File: src/rtl/tpu_host_pkg.sv
`default_nettype none
// ============================================================================
// Module      : tpu_host_pkg
// Description : Shared types and constants for the systolic-unit host driver.
// Revision    : 1.0 - initial release
// ============================================================================
package tpu_host_pkg;

    typedef enum logic [1:0] {
        ST_IDLE    = 2'd0,
        ST_LOAD    = 2'd1,
        ST_CAPTURE = 2'd2,
        ST_HOLD    = 2'd3
    } state_t;

    localparam int NUM_LOAD_BYTES = 8;
    localparam int NUM_OUT_BYTES  = 8;

    // Position of each result byte in the accelerator's output stream.
    localparam logic [2:0] IDX_C00_HI = 3'd0;
    localparam logic [2:0] IDX_C00_LO = 3'd1;
    localparam logic [2:0] IDX_C01_HI = 3'd2;
    localparam logic [2:0] IDX_C01_LO = 3'd3;
    localparam logic [2:0] IDX_C10_HI = 3'd4;
    localparam logic [2:0] IDX_C10_LO = 3'd5;
    localparam logic [2:0] IDX_C11_HI = 3'd6;
    localparam logic [2:0] IDX_C11_LO = 3'd7;

    // Operand image is {x3,x2,x1,x0,w3,w2,w1,w0}; byte idx is streamed idx-th.
    function automatic logic [7:0] operand_byte(input logic [63:0] ops, input logic [2:0] idx);
        return ops[{idx, 3'b000} +: 8];
    endfunction

endpackage
`default_nettype wire

File: src/rtl/host_result_assembler.sv
`default_nettype none
// ============================================================================
// Module      : host_result_assembler
// Description : Collects the 8-byte result stream and watches for stalls.
// Revision    : 1.0 - initial release
// ============================================================================
module host_result_assembler
    import tpu_host_pkg::*;
#(
    parameter int TIMEOUT_CYCLES = 64
) (
    input  logic        clk,
    input  logic        rst,
    input  logic        start,
    input  logic        capture_en,
    input  logic        acc_done,
    input  logic [7:0]  acc_outdata,
    output logic        full,
    output logic        timeout,
    output logic [15:0] c00,
    output logic [15:0] c01,
    output logic [15:0] c10,
    output logic [15:0] c11
);

    localparam int              c_cnt_w    = $clog2(TIMEOUT_CYCLES + 1);
    localparam logic [c_cnt_w-1:0] c_cnt_last = c_cnt_w'(TIMEOUT_CYCLES - 1);

    logic [7:0]         r_bytes [NUM_OUT_BYTES];
    logic [2:0]         r_idx;
    logic [c_cnt_w-1:0] r_gap_cnt;
    logic               w_capture;
    logic               w_gap;

    assign w_capture = capture_en & acc_done;
    assign w_gap     = capture_en & ~acc_done;

    // Both are single-cycle events; the capture of a byte always beats a timeout.
    assign full    = w_capture && (r_idx == 3'(NUM_OUT_BYTES - 1));
    assign timeout = w_gap && (r_gap_cnt == c_cnt_last);

    // Clearing on start leaves every uncaptured byte at zero after a timeout.
    always_ff @(posedge clk) begin
        if (rst || start) begin
            for (int i = 0; i < NUM_OUT_BYTES; i++) begin
                r_bytes[i] <= 8'h00;
            end
            r_idx     <= 3'd0;
            r_gap_cnt <= '0;
        end else if (w_capture) begin
            r_bytes[r_idx] <= acc_outdata;
            r_idx          <= r_idx + 3'd1;
            r_gap_cnt      <= '0;
        end else if (w_gap) begin
            r_gap_cnt <= r_gap_cnt + c_cnt_w'(1);
        end
    end

    assign c00 = {r_bytes[IDX_C00_HI], r_bytes[IDX_C00_LO]};
    assign c01 = {r_bytes[IDX_C01_HI], r_bytes[IDX_C01_LO]};
    assign c10 = {r_bytes[IDX_C10_HI], r_bytes[IDX_C10_LO]};
    assign c11 = {r_bytes[IDX_C11_HI], r_bytes[IDX_C11_LO]};

endmodule
`default_nettype wire

File: src/rtl/host_stream_ctrl.sv
`default_nettype none
// ============================================================================
// Module      : host_stream_ctrl
// Description : Streams one 2x2 job into the systolic unit and returns results.
// Revision    : 1.0 - initial release
// ============================================================================
module host_stream_ctrl
    import tpu_host_pkg::*;
#(
    parameter int TIMEOUT_CYCLES = 64
) (
    input  logic        clk,
    input  logic        rst,
    input  logic        job_valid,
    output logic        job_ready,
    input  logic [31:0] job_w,
    input  logic [31:0] job_x,
    input  logic        job_transpose,
    output logic        load_en,
    output logic [7:0]  load_data,
    output logic        transpose,
    input  logic        acc_done,
    input  logic [7:0]  acc_outdata,
    output logic        res_valid,
    input  logic        res_ready,
    output logic [15:0] res_c00,
    output logic [15:0] res_c01,
    output logic [15:0] res_c10,
    output logic [15:0] res_c11,
    output logic        res_err,
    output logic        busy
);

    state_t      r_state;
    state_t      w_state_next;
    logic [2:0]  r_load_idx;
    logic [63:0] r_operands;
    logic        r_load_en;
    logic [7:0]  r_load_data;
    logic        r_transpose;
    logic        r_res_err;
    logic        w_job_fire;
    logic        w_res_fire;
    logic        w_capture_en;
    logic        w_asm_full;
    logic        w_asm_timeout;
    logic        w_load_last;

    assign w_capture_en = (r_state == ST_CAPTURE);
    assign w_load_last  = (r_load_idx == 3'(NUM_LOAD_BYTES - 1));

    always_ff @(posedge clk) begin
        if (rst) begin
            r_state <= ST_IDLE;
        end else begin
            r_state <= w_state_next;
        end
    end

    always_comb begin
        w_state_next = r_state;
        job_ready    = 1'b0;
        res_valid    = 1'b0;
        busy         = 1'b1;
        w_job_fire   = 1'b0;
        w_res_fire   = 1'b0;
        case (r_state)
            ST_IDLE: begin
                job_ready = 1'b1;
                busy      = 1'b0;
                if (job_valid) begin
                    w_job_fire   = 1'b1;
                    w_state_next = ST_LOAD;
                end
            end
            ST_LOAD: begin
                if (w_load_last) begin
                    w_state_next = ST_CAPTURE;
                end
            end
            ST_CAPTURE: begin
                if (w_asm_full || w_asm_timeout) begin
                    w_state_next = ST_HOLD;
                end
            end
            ST_HOLD: begin
                res_valid = 1'b1;
                if (res_ready) begin
                    w_res_fire   = 1'b1;
                    w_state_next = ST_IDLE;
                end
            end
            default: w_state_next = ST_IDLE;
        endcase
    end

    // Byte 0 comes straight from the job port so the first strobe lands at T+1.
    always_ff @(posedge clk) begin
        if (rst) begin
            r_load_en   <= 1'b0;
            r_load_data <= 8'h00;
            r_load_idx  <= 3'd0;
            r_operands  <= 64'h0;
            r_transpose <= 1'b0;
            r_res_err   <= 1'b0;
        end else begin
            if (w_job_fire) begin
                r_operands  <= {job_x, job_w};
                r_load_en   <= 1'b1;
                r_load_data <= job_w[7:0];
                r_load_idx  <= 3'd0;
                r_transpose <= job_transpose;
                r_res_err   <= 1'b0;
            end else if (r_state == ST_LOAD) begin
                if (w_load_last) begin
                    r_load_en   <= 1'b0;
                    r_load_data <= 8'h00;
                    r_load_idx  <= 3'd0;
                end else begin
                    r_load_idx  <= r_load_idx + 3'd1;
                    r_load_data <= operand_byte(r_operands, r_load_idx + 3'd1);
                end
            end
            if (w_asm_timeout) begin
                r_res_err <= 1'b1;
            end
            if (w_res_fire) begin
                r_transpose <= 1'b0;
            end
        end
    end

    host_result_assembler #(
        .TIMEOUT_CYCLES (TIMEOUT_CYCLES)
    ) u_assembler (
        .clk         (clk),
        .rst         (rst),
        .start       (w_job_fire),
        .capture_en  (w_capture_en),
        .acc_done    (acc_done),
        .acc_outdata (acc_outdata),
        .full        (w_asm_full),
        .timeout     (w_asm_timeout),
        .c00         (res_c00),
        .c01         (res_c01),
        .c10         (res_c10),
        .c11         (res_c11)
    );

    assign load_en   = r_load_en;
    assign load_data = r_load_data;
    assign transpose = r_transpose;
    assign res_err   = r_res_err;

endmodule
`default_nettype wire
File: config.mk
export PLATFORM = sky130hd
export DESIGN_NAME = host_stream_ctrl
export DESIGN_NICKNAME = d
export VERILOG_FILES = /design/src/rtl/tpu_host_pkg.sv /design/src/rtl/host_result_assembler.sv /design/src/rtl/host_stream_ctrl.sv
export SDC_FILE = /design/constraint.sdc
export NUM_CORES = 1
export LEC_CHECK = 0
export ABC_CLOCK_PERIOD_IN_PS = 2150
export BUFFER_PORTS_ARGS = -buffer_cell sky130_fd_sc_hd__buf_4
export CAP_MARGIN = 40
export CORE_ASPECT_RATIO = 0.6
export CORE_MARGIN = 2
export CORE_UTILIZATION = 35
export CTS_CLUSTER_SIZE = 40
export DETAILED_ROUTE_END_ITERATION = 6
export SYNTH_ARGS = -nofsm -noshare
export SYNTH_HDL_FRONTEND = slang
export SYNTH_SLANG_ARGS = --single-unit
File: constraint.sdc
create_clock -name clk -period 2.15 [get_ports clk]
set_input_delay 0.1075 -clock clk [delete_from_list [all_inputs] [get_ports clk]]
set_output_delay 0.1075 -clock clk [all_outputs]
set_load 0.1 [all_outputs]
==> flow_summary.yaml, run 1 <==
synth:
  yosysMostFrequentCell: "nand2_1"
  ys_top_cells_by_area: "edfxtp_1 (30%), dfxtp_1 (28%), nand2_1 (8.1%), and2_1 (6.4%), a21oi_1 (5.6%)"
  yosys.area.top_type_share_pct: 30.1
  synth-async-reset-ratio_pct: 0
  ys_ff_latch: 154
  yosys-top-cells-count: "nand2_1 (138), dfxtp_1 (90), a21oi_1 (72), and2_1 (65), edfxtp_1 (64)"
  synth_warnings: 0
  synth_cell_types: 43
  synth_ff_type: "dfxtp_1"
  syn-num-nets: 708
  synth_edf_count: 64
  synth-seq-area-share_pct: 58.3
  avgSynthCellArea_um2: 10.3
  synth_area_mm2: 0.00639
  yosys.area.top_type: "edfxtp_1"
  synthCells: 621
critical_path:
  r2r_end: "load_data[0]"
  reg2reg_from: "r_load_idx[0]"
  critPathArrivalTime_ps: 2270
  reg2regPathDepth: 6
  crit_path_max_fanout: 7
  crit_path_end_kind: "flop"
  crit_required_ps: 2410
  crit_type: "reg2reg"
  reg2reg_slack_ps: 140
  cp-start-kind: "flop"
die:
  start_util_pct: 35.6
  die_y_um: 109
  row_count: 38
  io_pins: 156
  core_region_area_mm2: 0.0180
  die_x_um: 178
  dieArea_mm2: 0.0194
finish:
  area_delta_synth_final_pct: 43.0
  fin_nets: 933
  drive_above_1_share_pct: 26.8
  fin_area_mm2: 0.00914
  insertedDiodeCount: 0
drt:
  wl_mm: 18.2
  ant_nets: 0
  dr.pass1.iters: 5
  wire_per_inst_um: 16.6
  vias: 5278
  avgViaCountPerCell: 4.80
  drc: 0
  drtIter0Drc: 485
run:
  maxCapViolations: 0
min_path:
  worstHoldEndpoint: "r_operands[7]"
  hp-start: "job_w[7]"
  hp-class: "in2reg"
  hold_depth: 3
cts:
  cts_tree: "done"
  clockBufferDepth: 2
  cts_buffers: 17
  cts.clk_slew.worst_paths_ps: 70
  clock_sinks: 154
  h-tree-depth: 4
  cts-root-buf: "clkbuf_16"
  worstSkewPairLatency_ps: 430
power_and_ir_drop:
  power_density_mw_per_mm2: 1230
  p_leak_nw: 3.75
  ir_worst_vdd_mv: 0.595
grt:
  grt_overflow: 0
  grt_pass1_vias: 4995
  grt.busiest_layer: "met1"
  grt_usage_pct: 19.2
  grt_pass1_wl_mm: 27.7
  met3_usage_pct: 3.42
  grt_max_degree: 79
  grt_util_met2_pct: 26.8
  gr-usage-met1_pct: 29.4
  antenna_found_initial: 0
sta:
  rsz0062_at_grt: "no"
  maxSlewViolCount: 0
  worst_pin_slew_ps: 812
  fin_hold_ws_ps: 15.8
  relSlewSlack_pct: 45.9
  setup_viol: 0
  post-route-period-util_pct: 93.5
  fin_worst_skew_ps: 16.3
  finalHoldViolCount: 0
  timing.fmax_mhz: 497
  min_period_ps: 2010
place:
  place_congestion: 0.791
  dp_hpwl_mm: 12.9
  io_buffers: 155
  placed_area_mm2: 0.00793
status:
  status: "complete, no violations"
critical path, cell delays in order (launching register included):
cell	delay [ps]
dfxtp_2	320
ha_1	190
ha_1	420
nor2b_1	520
a22oi_1	180
nand3_1	120
o21ai_0	100
how the worst max path moves through the flow:
stage                             start                        end  slack (ps)
final                     r_load_idx[0]               load_data[0]         140
after global routing         r_state[1]  u_assembler.r_bytes[3][4]          30
after CTS                    r_state[1]  u_assembler.r_bytes[2][2]         -20
after detailed placement     r_state[1]  u_assembler.r_bytes[4][7]          -9
after global placement       r_state[1]  u_assembler.r_bytes[4][3]          40
after floorplan              r_state[0]  u_assembler.r_bytes[0][0]         -20
through the flow:
step	utilization [%]	setup slack (ps)	total power [mW]	TNS, ps	std cells
finish	50.8	139	11.3	0	1099
global route	50.8	27.5	11.7	0	1099
CTS	50.7	-15.7	11.3	-225	1099
detailed placement	44.1	-8.84	8.42	-102	1003
global placement	44.1	35.8	8.35	0	1003
floorplan	-	-22.9	7.23	-504	621
final cells by class:
cell class | count | area, um^2
fill | 1617 | 8830
sequential | 154 | 3720
multi-input combinational | 429 | 2570
timing repair buffer | 240 | 1990
clock buffer | 19 | 443
tap | 240 | 300
clock inverter | 13 | 101
inverter | 4 | 15.0
registers in the layout (all words and copies together) (netlist names):
signal	cells
u_assembler.r_idx	3
r_state	2
r_operands	64
load_data	8
u_assembler.r_bytes	64
u_assembler.r_gap_cnt	7
res_err	1
transpose	1
r_load_idx	3
load_en	1
power breakdown:
part	switching, mW	internal [mW]
Clock	1.25	1.54
Combinational	3.45	1.19
Sequential	0.230	3.59
Total	4.94	6.32
kinds of logic after synthesis:
kind of cell	share of synthesized area, %
flip-flops	58.3
XOR/XNOR	0.411
AO/OA/AOI/OAI	10.7
multiplexers	5.76
adder cells (fa/ha/maj)	1.76
AND/OR/NAND/NOR	20.4
buffers and inverters	2.62
layout by cell type (no fill, tap or decap), drive strengths merged:
cell type    Yosys  routed
a22oi           15      15
nor2            20      20
dlygate4sd3      0      64
a31oi            1       1
nand4b           1       1
nand2          138     138
xor2             2       2
nand4            2       2
o21a             1       1
mux2i           30      30
xnor2            1       1
or4b             1       1
a21boi           8       8
nand3b           2       2
mux2             2       2
dfxtp           90      90
a21o             1       1
nor3             3       3
nor4             1       1
nand2b          10      10
clkinv           0       2
buf             15     176
and2b            1       1
o22ai            1       1
inv              4      15
a21oi           73      73
o21ai           17      17
and2            66      66
nand3           11      11
nor2b            6       6
edfxtp          64      64
a211o            1       1
or3              2       2
a2111oi          1       1
clkbuf          19      19
ha               9       9
mux4             2       2
per-layer routing:
metal | vias up | share of wire [%]
met5 | - | 0
met2 | 168 | 43
met3 | 21 | 6.5
met4 | 0 | 1.2
met1 | 2492 | 49
li1 | 2597 | -
timing repair:
action,in CTS,in global routing
setup buffers,0,0
resized for setup,0,4
hold buffers,64,0
hold endpoints to repair,63,0
setup endpoints to repair,16,44
Power figures use the tool's default switching activity.
==> inputs of run 2 (changes only) <==
- ABC_AREA: unset -> 1
==> flow_summary.yaml, run 2 <==
status:
  status: "finished, violations left"
  violations: "negative hold slack"
sta:
  timing.fmax_mhz: 496
  tns_ps: 0
  fin_hold_ws_ps: -4.67
  post-route-period-util_pct: 93.7
  fin_worst_skew_ps: 12.4
  rsz0062_at_grt: "no"
  maxSlewViolCount: 0
  min_period_ps: 2020
  finalHoldViolCount: 1
  worst_pin_slew_ps: 629
  relSlewSlack_pct: 57.9
  setup_viol: 0
cts:
  cts_tree: "done"
  clockBufferDepth: 2
  clock_sinks: 154
  worstSkewPairLatency_ps: 420
  h-tree-depth: 4
  cts_buffers: 17
  cts.clk_slew.worst_paths_ps: 70
  cts-root-buf: "clkbuf_16"
critical_path:
  critPathArrivalTime_ps: 2100
  critPathLaunch: "r_state[0]"
  critPathSlowestCell: "dfxtp_1"
  cp.buffers_inverters: 2
  crit_path_end_kind: "flop"
  crit_path_max_fanout: 9
  cp-start-kind: "flop"
  path_cells: "inv_1, ha_1, nand2_1, inv_2, nand2_4, nor2_8, nand2_4, nand2_1"
  crit_required_ps: 2240
  slowest_delay_ps: 340
  crit_type: "reg2reg"
  reg2reg_from: "r_state[0]"
  critical-path-top-delay-family: "simple AND/OR/NAND/NOR gates"
finish:
  fin_nets: 1020
  multiInputGateArea_mm2: 0.00218
  regArea_mm2: 0.00372
  insertedDiodeCount: 0
  fillers: 1735
  area_delta_synth_final_pct: 39.1
  final_cell_mix: "buf_4 (160), nand2_1 (108), inv_1 (100), dfxtp_1 (90), nor2_1 (79)"
  layout_commonest_cell: "buf_4"
  drive_above_1_share_pct: 23.3
run:
  maxCapViolations: 0
power_and_ir_drop:
  intPower_mw: 6.32
  ir_worst_vdd_mv: 0.660
  swShare_pct: 44.9
  power_density_mw_per_mm2: 1280
  power.total_mw: 11.5
  combPwrFrac_pct: 40.4
  pwr-share-seq_pct: 33.6
  p_sw_mw: 5.15
  p_leak_nw: 4.05
  clkPwrFrac_pct: 25.9
die:
  die_y_um: 109
  dieArea_mm2: 0.0196
  core_region_area_mm2: 0.0181
  start_util_pct: 35.7
  io_pins: 156
  row_count: 38
  die_x_um: 179
synth:
  ys_top_cells_by_area: "edfxtp_1 (30%), dfxtp_1 (28%), nand2_1 (6.4%), inv_1 (5.9%), a21oi_1 (5.7%)"
  yosys.area.top_type_share_pct: 29.8
  yosysMostFrequentCell: "nand2_1"
  synth_cell_types: 25
  syn-num-nets: 823
  synth-async-reset-ratio_pct: 0
  synth_warnings: 0
  synth_edf_count: 64
  synth_area_mm2: 0.00645
  avgSynthCellArea_um2: 8.76
  yosys.area.top_type: "edfxtp_1"
  synth-seq-area-share_pct: 57.7
  synth_ff_type: "dfxtp_1"
  ys_ff_latch: 154
  synthCells: 736
  yosys-top-cells-count: "nand2_1 (110), inv_1 (101), dfxtp_1 (90), nor2_1 (79)"
drt:
  avgViaCountPerCell: 4.67
  vias: 5540
  drc: 0
  dr.pass1.iters: 5
  wl_mm: 18.1
  wire_per_inst_um: 15.2
  drtIter0Drc: 535
  ant_nets: 0
place:
  place_congestion: 0.800
  io_buffers: 155
  dp_hpwl_mm: 12.6
grt:
  grt_pass1_vias: 5110
  grt_pass1_wl_mm: 27.7
  antenna_found_initial: 0
  grt_usage_pct: 18.7
  grt_max_degree: 123
  grt_overflow: 0
min_path:
  hp-start: "job_x[5]"
  hp-class: "in2reg"
## run 2: area by class of cell
| type | count | area share [%] |
|---|---|---|
| Multi-Input combinational cell | 439 | 24.3 |
| Sequential cell | 154 | 41.5 |
| Clock buffer | 17 | 4.74 |
| Tap cell | 240 | 3.35 |
| Inverter | 107 | 4.52 |
| Clock inverter | 15 | 1.87 |
| Timing Repair Buffer | 214 | 19.6 |
## run 2: logic make-up (layout without fill, tap and decap cells)
| group | count (synthesis) | in the layout | share of synthesized area [%] |
|---|---|---|---|
| and+or+nand+nor | 283 | 283 | 20.1 |
| DFF | 154 | 154 | 57.7 |
| AOI/OAI and AO/OA | 147 | 147 | 11.7 |
| buffers and inverters | 143 | 353 | 8.75 |
| adders and majority gates | 9 | 9 | 1.75 |
## run 2: metal layers
metal  vias to the layer above  GRT usage [%]  part of all wire (%)
met5                         -              0                     0
met4                         0           4.15                  0.95
met3                        18           4.29                   7.1
met2                       188           25.1                    39
met1                      2540           29.7                    53
li1                       2794              -                     -
## run 2: power by group through the flow
stage                     registers (mW)  logic, mW  clock network, mW
after detailed placement            3.92       4.55                  0
final                               3.86       4.64               2.98
after global placement              3.92       4.53                  0
after floorplan                     5.54       1.90                  0
after global routing                3.92       4.98               3.16
after CTS                           3.86       4.64               3.03
## run 2: through the flow
| stage | std cells | util [%] | setup slack (ps) | cell area [um^2] | hold WS, ps |
|---|---|---|---|---|---|
| final | 1186 | 49.6 | 134 | 8970 | -4.67 |
| after global routing | 1186 | 49.6 | 16.2 | 8970 | 15.2 |
| after CTS | 1186 | 49.6 | 75.4 | 8960 | 1.87 |
| after detailed placement | 1102 | 43.4 | 85.4 | 7850 | 332 |
| after global placement | 1102 | 43.4 | 189 | 7850 | 332 |
| after floorplan | 736 | - | 76.1 | 6460 | 223 |
## run 2: worst paths after layout
| check | endpoint | slack [ps] | cells after the start |
|---|---|---|---|
| setup / recovery | u_assembler.r_bytes[1][1] | 130 | 8 |
| hold / removal | r_operands[37] | -5 | 3 |
| setup reg to reg | u_assembler.r_bytes[1][1] | 130 | 8 |
| hold reg to reg | r_operands[24] | 450 | 2 |
## run 2: worst min-delay path, stage by stage
cell	delay [ps]
buf_4	80
o21ai_0	80
a21oi_1	110
## run 2: what timing repair did
item                                   4_1_cts  5_1_grt
setup endpoints to repair                    0       16
endpoints found under the hold margin       51        0
gates resized for setup                      0        2
buffers inserted                             0        0
hold buffers                                52        0
==> inputs of run 3 (changes only) <==
- ABC_CLOCK_PERIOD_IN_PS: 2150 -> 2500
- clock period: 2.15 -> 2.5 ns (I/O delays scaled with it)
==> flow_summary.yaml, run 3 (synthesis gave the netlist of run 2 again) <==
critical_path:
  crit_type: "reg2reg"
  worst_path_most_repeated_cell: "nand2_4"
  crit_required_ps: 2590
  reg2reg_slack_ps: 480
  cp-start-kind: "flop"
  critPathSlowestCell: "dfxtp_1"
  crit_path_end_kind: "flop"
  critPathArrivalTime_ps: 2100
  crit_path_max_fanout: 12
  cp.buffers_inverters: 2
  slowest_delay_ps: 380
  path_cells: "inv_1, ha_2, nand2_4, inv_2, nor2_4, nand2_4, nor2_8, nand2_4, nand2_1"
  critical-path-top-delay-family: "simple AND/OR/NAND/NOR gates"
finish:
  regArea_mm2: 0.00372
  layout_commonest_cell: "buf_4"
  fin_nets: 1009
  stdcell_count: 1175
  area_delta_synth_final_pct: 37.1
  final_cell_mix: "buf_4 (161), nand2_1 (110), inv_1 (101), dfxtp_1 (90), nor2_1 (79)"
  fillers: 1761
  utilization_pct: 48.9
  insertedDiodeCount: 0
  multiInputGateArea_mm2: 0.00217
  drive_above_1_share_pct: 23.2
grt:
  antenna_found_initial: 0
  grt_pass1_wl_mm: 26.8
  grt_overflow: 0
  grt_pass1_vias: 5076
  grt_usage_pct: 18.2
  grt_max_degree: 99
die:
  row_count: 38
  die_x_um: 179
  core_region_area_mm2: 0.0181
  io_pins: 156
  start_util_pct: 35.7
  die_y_um: 109
  dieArea_mm2: 0.0196
cts:
  clockBufferDepth: 2
  cts.clk_slew.worst_paths_ps: 70
  cts_tree: "done"
  worstSkewPairLatency_ps: 420
  cts-root-buf: "clkbuf_16"
  h-tree-depth: 4
  cts_buffers: 17
  clock_sinks: 154
  cts.repair.resized: 0
min_path:
  hp-class: "in2reg"
power_and_ir_drop:
  power.total_mw: 9.85
  p_leak_nw: 4.01
  ir_worst_vdd_mv: 0.566
  power_density_mw_per_mm2: 1110
drt:
  ant_nets: 0
  drtIter0Drc: 473
  dr.pass1.iters: 5
  wire_per_inst_um: 15.1
  avgViaCountPerCell: 4.66
  drc: 0
  wl_mm: 17.8
  vias: 5475
sta:
  post-route-period-util_pct: 80.7
  min_period_ps: 2020
  maxSlewViolCount: 0
  rsz0062_at_grt: "no"
  worst_pin_slew_ps: 602
  tns_ps: 0
  fin_worst_skew_ps: 15.0
  setup_viol: 0
  relSlewSlack_pct: 59.8
  timing.fmax_mhz: 496
  finalHoldViolCount: 0
place:
  dp_cells: 1102
  place_congestion: 0.795
  io_buffers: 155
  dp_hpwl_mm: 12.5
run:
  maxCapViolations: 0
status:
  status: "complete, no violations"
==> run 3: worst min-delay path, stage by stage <==
cell and delay [ps]:
buf_4 70, o21ai_0 70, a21oi_1 110
==> run 3: final timing paths <==
kind / startpoint / to / cells past startpoint
max: r_state[0] / u_assembler.r_bytes[1][5] / 9
min: job_x[6] / r_operands[38] / 3
max reg2reg: r_state[0] / u_assembler.r_bytes[1][5] / 9
min reg2reg: r_operands[16] / r_operands[16] / 2
==> run 3: metrics by stage <==
| step | hold WS (ps) | setup slack (ps) | cell area [um^2] |
|---|---|---|---|
| 6_report | 7.72 | 482 | 8840 |
| 3_5_place_dp | 354 | 477 | 7830 |
| 5_1_grt | 12.9 | 296 | 8840 |
| 3_3_place_gp | 348 | 454 | 7800 |
| 2_1_floorplan | 241 | 239 | 6450 |
| 4_1_cts | 2.89 | 464 | 8840 |
==> run 3: cell type report <==
type	instances	area share, %
Clock buffer	17	4.81
Clock inverter	15	2.00
Inverter	107	4.54
Multi-Input combinational cell	439	24.5
Sequential cell	154	42.1
Tap cell	240	3.40
Timing Repair Buffer	203	18.6
==> run 3: routing by layer <==
layer | wire length, um | global-route usage, % | up-vias
li1 | - | - | 2778
met1 | 9120 | 28.3 | 2504
met2 | 7180 | 24.8 | 182
met3 | 1330 | 4.39 | 11
met4 | 121 | 4.38 | 0
met5 | 0 | 0 | -
==> run 3: report_power, final <==
part / leakage (nW) / switching, mW / total, mW / internal, mW
Clock: 0.285 / 1.18 / 2.61 / 1.43
Sequential: 1.43 / 0.169 / 3.31 / 3.14
Combinational: 2.29 / 3.01 / 3.92 / 0.914
==> run 3: repair_timing <==
item / 4_1_cts / 5_1_grt
setup endpoints to repair: 0 / 0
buffers inserted: 0 / 0
hold buffers: 41 / 0
hold endpoints to repair: 41 / 0
